--- config.mk ---
export PLATFORM = sky130hd
export DESIGN_NAME = wave_morph_engine
export DESIGN_NICKNAME = d
export VERILOG_FILES = /design/src/rtl/wave_morph_engine.sv
export SDC_FILE = /design/constraint.sdc
export NUM_CORES = 1
export LEC_CHECK = 0
export ABC_AREA = 1
export CORE_MARGIN = 2
export CORE_UTILIZATION = 29
export CTS_BUF_LIST = sky130_fd_sc_hd__clkbuf_8
export CTS_CLUSTER_SIZE = 14
export DETAILED_ROUTE_END_ITERATION = 8
export DONT_BUFFER_PORTS = 1
export GPL_TIMING_DRIVEN = 1
export PLACE_DENSITY = 0.48
export SLEW_MARGIN = 10
export SYNTH_ARGS = -nofsm -noshare
export SYNTH_HDL_FRONTEND = slang
export SYNTH_SLANG_ARGS = --single-unit
--- constraint.sdc ---
create_clock -name clk -period 7.05 [get_ports clk]
set_input_delay 1.7625 -clock clk [delete_from_list [all_inputs] [get_ports clk]]
set_output_delay 1.7625 -clock clk [all_outputs]
set_load 0.01 [all_outputs]
--- src/rtl/wave_morph_engine.sv ---
// Wavetable morphing engine: time-multiplexed voices, two-stage pipeline
// (ROM address / fetch, then inversion, factor slew and crossfade mix).
module wave_morph_engine #(
    parameter int VOICES    = 4,
    parameter int SAMPLE_W  = 8,
    parameter int TABLE_AW  = 6,
    parameter int FACTOR_W  = 8,
    parameter int SLEW_STEP = 0,
    localparam int PW = TABLE_AW + 1,
    localparam int VW = (VOICES > 1) ? $clog2(VOICES) : 1
) (
    input  logic                         clk,
    input  logic                         rst_n,
    input  logic                         ce,
    input  logic                         mirror_en,
    input  logic [VOICES*PW-1:0]         nco_phase,
    input  logic [VOICES*8-1:0]          wfm_num_l,
    input  logic [VOICES*8-1:0]          wfm_num_r,
    input  logic [VOICES*FACTOR_W-1:0]   factor,
    output logic                         rom_re,
    output logic [PW-1:0]                rom_addr,
    output logic [7:0]                   rom_wfm_l,
    output logic [7:0]                   rom_wfm_r,
    input  logic [SAMPLE_W-1:0]          rom_data_l,
    input  logic [SAMPLE_W-1:0]          rom_data_r,
    output logic [SAMPLE_W-1:0]          sample_out,
    output logic [VW-1:0]                sample_voice,
    output logic                         sample_valid,
    output logic                         frame_done
);

    localparam int MW = SAMPLE_W + FACTOR_W + 1;
    localparam logic [VW-1:0]         LAST_V = VW'(VOICES - 1);
    localparam logic [TABLE_AW-1:0]   TOP_A  = '1;
    localparam logic [SAMPLE_W-1:0]   TOP_S  = '1;
    localparam logic [MW-1:0]         FULL_F = MW'(2 ** FACTOR_W);
    localparam logic [FACTOR_W:0]     STEP_V = (FACTOR_W + 1)'(SLEW_STEP);

    // ------------------------------------------------------------------
    // Stage A: voice select and ROM address generation
    // ------------------------------------------------------------------
    logic [VW-1:0]        vcnt_q, vcnt_d;
    logic [PW-1:0]        phase_a;
    logic [TABLE_AW-1:0]  pofs_a;
    logic                 half_a;
    logic [FACTOR_W-1:0]  tgt_a;

    always_comb begin
        phase_a   = nco_phase[int'(vcnt_q)*PW +: PW];
        tgt_a     = factor[int'(vcnt_q)*FACTOR_W +: FACTOR_W];
        rom_wfm_l = wfm_num_l[int'(vcnt_q)*8 +: 8];
        rom_wfm_r = wfm_num_r[int'(vcnt_q)*8 +: 8];
        // Upper half of the cycle replays the half-table backwards and
        // is inverted in stage B, giving an odd-symmetric waveform.
        half_a    = mirror_en & phase_a[PW-1];
        pofs_a    = half_a ? (TOP_A - phase_a[TABLE_AW-1:0]) : phase_a[TABLE_AW-1:0];
        rom_addr  = mirror_en ? {1'b0, pofs_a} : phase_a;
        rom_re    = ce & rst_n;
        vcnt_d    = (vcnt_q == LAST_V) ? '0 : vcnt_q + 1'b1;
    end

    // Valid semantics: b_valid_q / sample_valid mark a qualified sample;
    // there is no back-pressure, the pipeline advances on every ce=1 edge
    // and the consumer must take sample_out in the cycle sample_valid=1.
    logic                 b_valid_q;
    logic [VW-1:0]        b_voice_q;
    logic                 b_half_q;
    logic [FACTOR_W-1:0]  b_tgt_q;

    always_ff @(posedge clk or negedge rst_n) begin
        if (!rst_n) begin
            vcnt_q    <= '0;
            b_valid_q <= 1'b0;
            b_voice_q <= '0;
            b_half_q  <= 1'b0;
            b_tgt_q   <= '0;
        end else if (ce) begin
            vcnt_q    <= vcnt_d;
            b_valid_q <= 1'b1;
            b_voice_q <= vcnt_q;
            b_half_q  <= half_a;
            b_tgt_q   <= tgt_a;
        end
    end

    // ------------------------------------------------------------------
    // Stage B: inversion, factor slew, crossfade
    // ------------------------------------------------------------------
    logic [FACTOR_W-1:0]  fcur_q [VOICES];
    logic [FACTOR_W-1:0]  fcur_b;
    logic [FACTOR_W-1:0]  f_new;
    logic [FACTOR_W:0]    diff_b;
    logic                 up_b;
    logic [SAMPLE_W-1:0]  l_b, r_b;
    logic [MW-1:0]        mix_sum;
    logic [SAMPLE_W-1:0]  sample_d;

    always_comb begin
        l_b    = b_half_q ? (TOP_S - rom_data_l) : rom_data_l;
        r_b    = b_half_q ? (TOP_S - rom_data_r) : rom_data_r;
        fcur_b = fcur_q[b_voice_q];
        up_b   = b_tgt_q > fcur_b;
        diff_b = up_b ? ({1'b0, b_tgt_q} - {1'b0, fcur_b})
                      : ({1'b0, fcur_b} - {1'b0, b_tgt_q});
        if ((SLEW_STEP == 0) || (diff_b <= STEP_V)) begin
            f_new = b_tgt_q;
        end else if (up_b) begin
            f_new = fcur_b + STEP_V[FACTOR_W-1:0];
        end else begin
            f_new = fcur_b - STEP_V[FACTOR_W-1:0];
        end
        // Each weighted term is below 2^(SAMPLE_W+FACTOR_W), so the sum
        // cannot overflow MW bits and the shifted result fits SAMPLE_W.
        mix_sum  = (FULL_F - MW'(f_new)) * MW'(l_b) + MW'(f_new) * MW'(r_b);
        sample_d = SAMPLE_W'(mix_sum >> FACTOR_W);
    end

    for (genvar v = 0; v < VOICES; v++) begin : g_fcur
        always_ff @(posedge clk or negedge rst_n) begin
            if (!rst_n) begin
                fcur_q[v] <= '0;
            end else if (ce && b_valid_q && (b_voice_q == VW'(v))) begin
                fcur_q[v] <= f_new;
            end
        end
    end

    logic [SAMPLE_W-1:0]  sample_out_q;
    logic [VW-1:0]        sample_voice_q;
    logic                 sample_valid_q;
    logic                 frame_done_q;

    always_ff @(posedge clk or negedge rst_n) begin
        if (!rst_n) begin
            sample_out_q   <= '0;
            sample_voice_q <= '0;
            sample_valid_q <= 1'b0;
            frame_done_q   <= 1'b0;
        end else if (ce) begin
            sample_valid_q <= b_valid_q;
            frame_done_q   <= b_valid_q & (b_voice_q == LAST_V);
            if (b_valid_q) begin
                sample_out_q   <= sample_d;
                sample_voice_q <= b_voice_q;
            end
        end else begin
            sample_valid_q <= 1'b0;
            frame_done_q   <= 1'b0;
        end
    end

    assign sample_out   = sample_out_q;
    assign sample_voice = sample_voice_q;
    assign sample_valid = sample_valid_q;
    assign frame_done   = frame_done_q;

endmodule

==> impl_metrics.ini <==
[finish]
fill_cells = 2596
nets = 1237
register_area_um2 = 652
drive_gt1_share_pct = 6.59
diodes = 0
multiInputGateArea_um2 = 5260
final_cell_mix = inv_1 (181), nand2_1 (170), nor2_1 (156)
stdcell_count = 1245
syn_to_final_growth_pct = 6.47
final_common_cell = inv_1

[clock_network]
cts.clk_slew.worst_paths_ns = 0.10
cts_max_level = 1
ctsHoldBuffers = 0
clockBufferDepth = 2
root_buffer = clkbuf_8
insertion_delay_ns = 0.29
cts_buffers = 3
cts_tree = yes
clkSinkCount = 26

[logic_synthesis]
synth_seq_cells = 26
syn_area_per_cell_um2 = 7.29
syn_area_um2 = 6810
ys_types = 40
synth_warnings = 0
ys_seq_area_share_pct = 9.56
synth_nets = 1244
postSynthCellCount = 934

[worst_setup_path]
cp-end-kind = flop
cpMostUsedCell = nand2_1
r2r_setup_slack_ns = 0.62
r2r_end = sample_out[7]$_DFFE_PN0P_
slowest_stage = fa_1
startpoint = rom_data_l[4]
arrival_ns = 6.76
cp_max_fo = 6
cp_slowest_stage_delay_ns = 0.52
path_cells = or2_2 > nand2_1 > inv_1 > nand2_1 > fa_1 > fa_1 > fa_1 > inv_1 > fa_1 > fa_1 > inv_1 > fa_1 > inv_1 > ha_1 > nand4_1 > nor2_1 > nand4_1 > nand2_1 > nand2_1 > nand2_1 > nand2_1 > nand3_1 > nand2_1
worstReg2RegStart = b_tgt_q[1]$_DFFE_PN0P_
crit_end = sample_out[7]$_DFFE_PN0P_
start_kind = input pin
worst-setup-path-type = input pin to flop
r2r_cells = 28
required_ns = 7.23

[sta]
rsz0062_at_grt = no
slew_headroom_pct = 26.5
fin_skew_ns = 0.00511
drv_slew = 0
period_share_pct = 93.3
tightestPinTransition_ns = 1.10
final-hold-violation-count = 0
tns_ns = 0
post-route-min-period_ns = 6.57
finalSetupViolations = 0
fmax_ghz = 0.152

[route]
wire_per_inst_um = 15.8
viasPerCell = 4.63
vias = 5764
drc = 0
firstDrtPassIters = 5
drt_iter0_drc = 325
routed_wl_mm = 19.7
ant_nets = 0

[die]
core_area_um2 = 23300
die-area_um2 = 24700
num_rows = 56
die-height_um = 157
dieWidth_um = 157
initial_core_util_pct = 29.3
ios = 180

[run_status]
status = completed

[global_routing]
grt_pass1_vias = 5625
grt_util_all_layers_pct = 16.1
gr-total-overflow = 0
grt_pass1_wl_mm = 30.5
antenna_found_initial = 1
grt_start_max_net_pins = 66

[placement]
placed_cells = 1241
io_buffers = 0
gp_congestion = 0.934
dpl.hpwl_mm = 17.2

[hold_path]
hp-class = flop to flop
hp-start = b_valid_q$_DFFE_PN0P_

[flow_run]
maxCapViolCount = 0
cell type report:
type | count | share of cell area [%]
Clock buffer | 4 | 0.760
Inverter | 192 | 10.1
Multi-Input combinational cell | 685 | 72.6
Sequential cell | 26 | 9.00
Tap cell | 319 | 5.51
Timing Repair Buffer | 19 | 1.97
synth_stat cells:
| cell type | count | area [um2] |
|---|---|---|
| nor3_2 | 2 | 20.0 |
| nand3_1 | 17 | 85.1 |
| nand2_2 | 9 | 56.3 |
| ha_1 | 66 | 826 |
| clkbuf_1 | 18 | 67.6 |
| xnor2_1 | 16 | 140 |
| and2_4 | 1 | 8.76 |
| nor2_1 | 156 | 586 |
| fa_1 | 100 | 2000 |
| nor3_1 | 2 | 10.0 |
| a21o_1 | 1 | 7.51 |
| nand3_2 | 2 | 20.0 |
| nand3b_1 | 3 | 22.5 |
| nand2_1 | 170 | 638 |
| o21ai_0 | 70 | 350 |
| buf_2 | 8 | 40.0 |
| dfrtp_1 | 26 | 651 |
| o21bai_1 | 1 | 7.51 |
| inv_1 | 181 | 679 |
| clkinv_1 | 3 | 11.3 |
| o21ai_1 | 1 | 5.00 |
| buf_6 | 3 | 33.8 |
| o21a_1 | 3 | 22.5 |
| or2_2 | 9 | 56.3 |
| bufinv_8 | 1 | 17.5 |
| and2_1 | 2 | 12.5 |
| buf_12 | 1 | 20.0 |
| a21oi_1 | 11 | 55.1 |
| o211ai_1 | 4 | 30.0 |
| nand2_4 | 1 | 11.3 |
| buf_1 | 1 | 3.75 |
| nor3b_1 | 1 | 7.51 |
| xor2_4 | 1 | 27.5 |
| o221ai_1 | 4 | 35.0 |
| inv_2 | 7 | 26.3 |
| nand4_1 | 2 | 12.5 |
| nor2_4 | 2 | 22.5 |
| xor2_1 | 1 | 8.76 |
| o22ai_1 | 26 | 163 |
| nor2_2 | 1 | 6.26 |
state kept, by name (all words and copies together) (netlist names):
register / flops
b_tgt_q: 8
sample_out: 8
b_voice_q: 2
sample_voice: 2
vcnt_q: 2
b_half_q: 1
b_valid_q: 1
frame_done: 1
sample_valid: 1
stage by stage:
| stage | worst slack [ns] | cell area [um2] | hold WS (ns) | utilization [%] |
|---|---|---|---|---|
| after detailed placement | 0.0762 | 7180 | 0.452 | 30.9 |
| after global routing | 0.0940 | 7250 | 0.499 | 31.1 |
| after global placement | 0.181 | 7180 | 0.452 | 30.9 |
| after floorplan | 0.565 | 6810 | 0.437 | - |
| after CTS | 0.382 | 7240 | 0.480 | 31.1 |
| final | 0.476 | 7250 | 0.478 | 31.1 |
critical path: cells and delay by family:
kind	cells	cell delay (ns)
AND/OR/NAND/NOR	12	1.40
buffers and inverters	4	0.31
adder cells (fa/ha/maj)	7	3.30
cell families (layout without fill, tap and decap cells):
kind of cell    count (synthesis)  in the layout  synth area share, %
buf+inv                       223            215                 13.2
fa+ha+maj                     166            166                 41.6
simple gates                  380            380                 23.1
xor+xnor                       18             18                 2.59
compound gates                121            121                 9.93
flops                          26             26                 9.56
routing by layer:
layer	wire (um)	vias to the layer above	track usage, %
li1	-	2829	-
met1	8360	2712	20.6
met2	10200	198	29.3
met3	786	25	1.18
met4	405	0	4.07
met5	0	-	0
worst min-delay path by stage:
stage / to / depth (start not counted) / slack, ns
floorplan: b_valid_q$_DFFE_PN0P_ / 1 / 0.44
CTS: b_valid_q$_DFFE_PN0P_ / 1 / 0.48
finish: b_valid_q$_DFFE_PN0P_ / 1 / 0.48
global placement: b_valid_q$_DFFE_PN0P_ / 1 / 0.45
global route: b_valid_q$_DFFE_PN0P_ / 1 / 0.50
detailed placement: b_valid_q$_DFFE_PN0P_ / 1 / 0.45
timing repair:
item,4_1_cts,5_1_grt
endpoints found under the setup margin,0,2
resized for setup,0,1
setup buffers,0,0
hold endpoints to repair,0,0
Power is not shown: default switching activity piles up to over one toggle a cycle in this logic, so the estimate is an artifact.
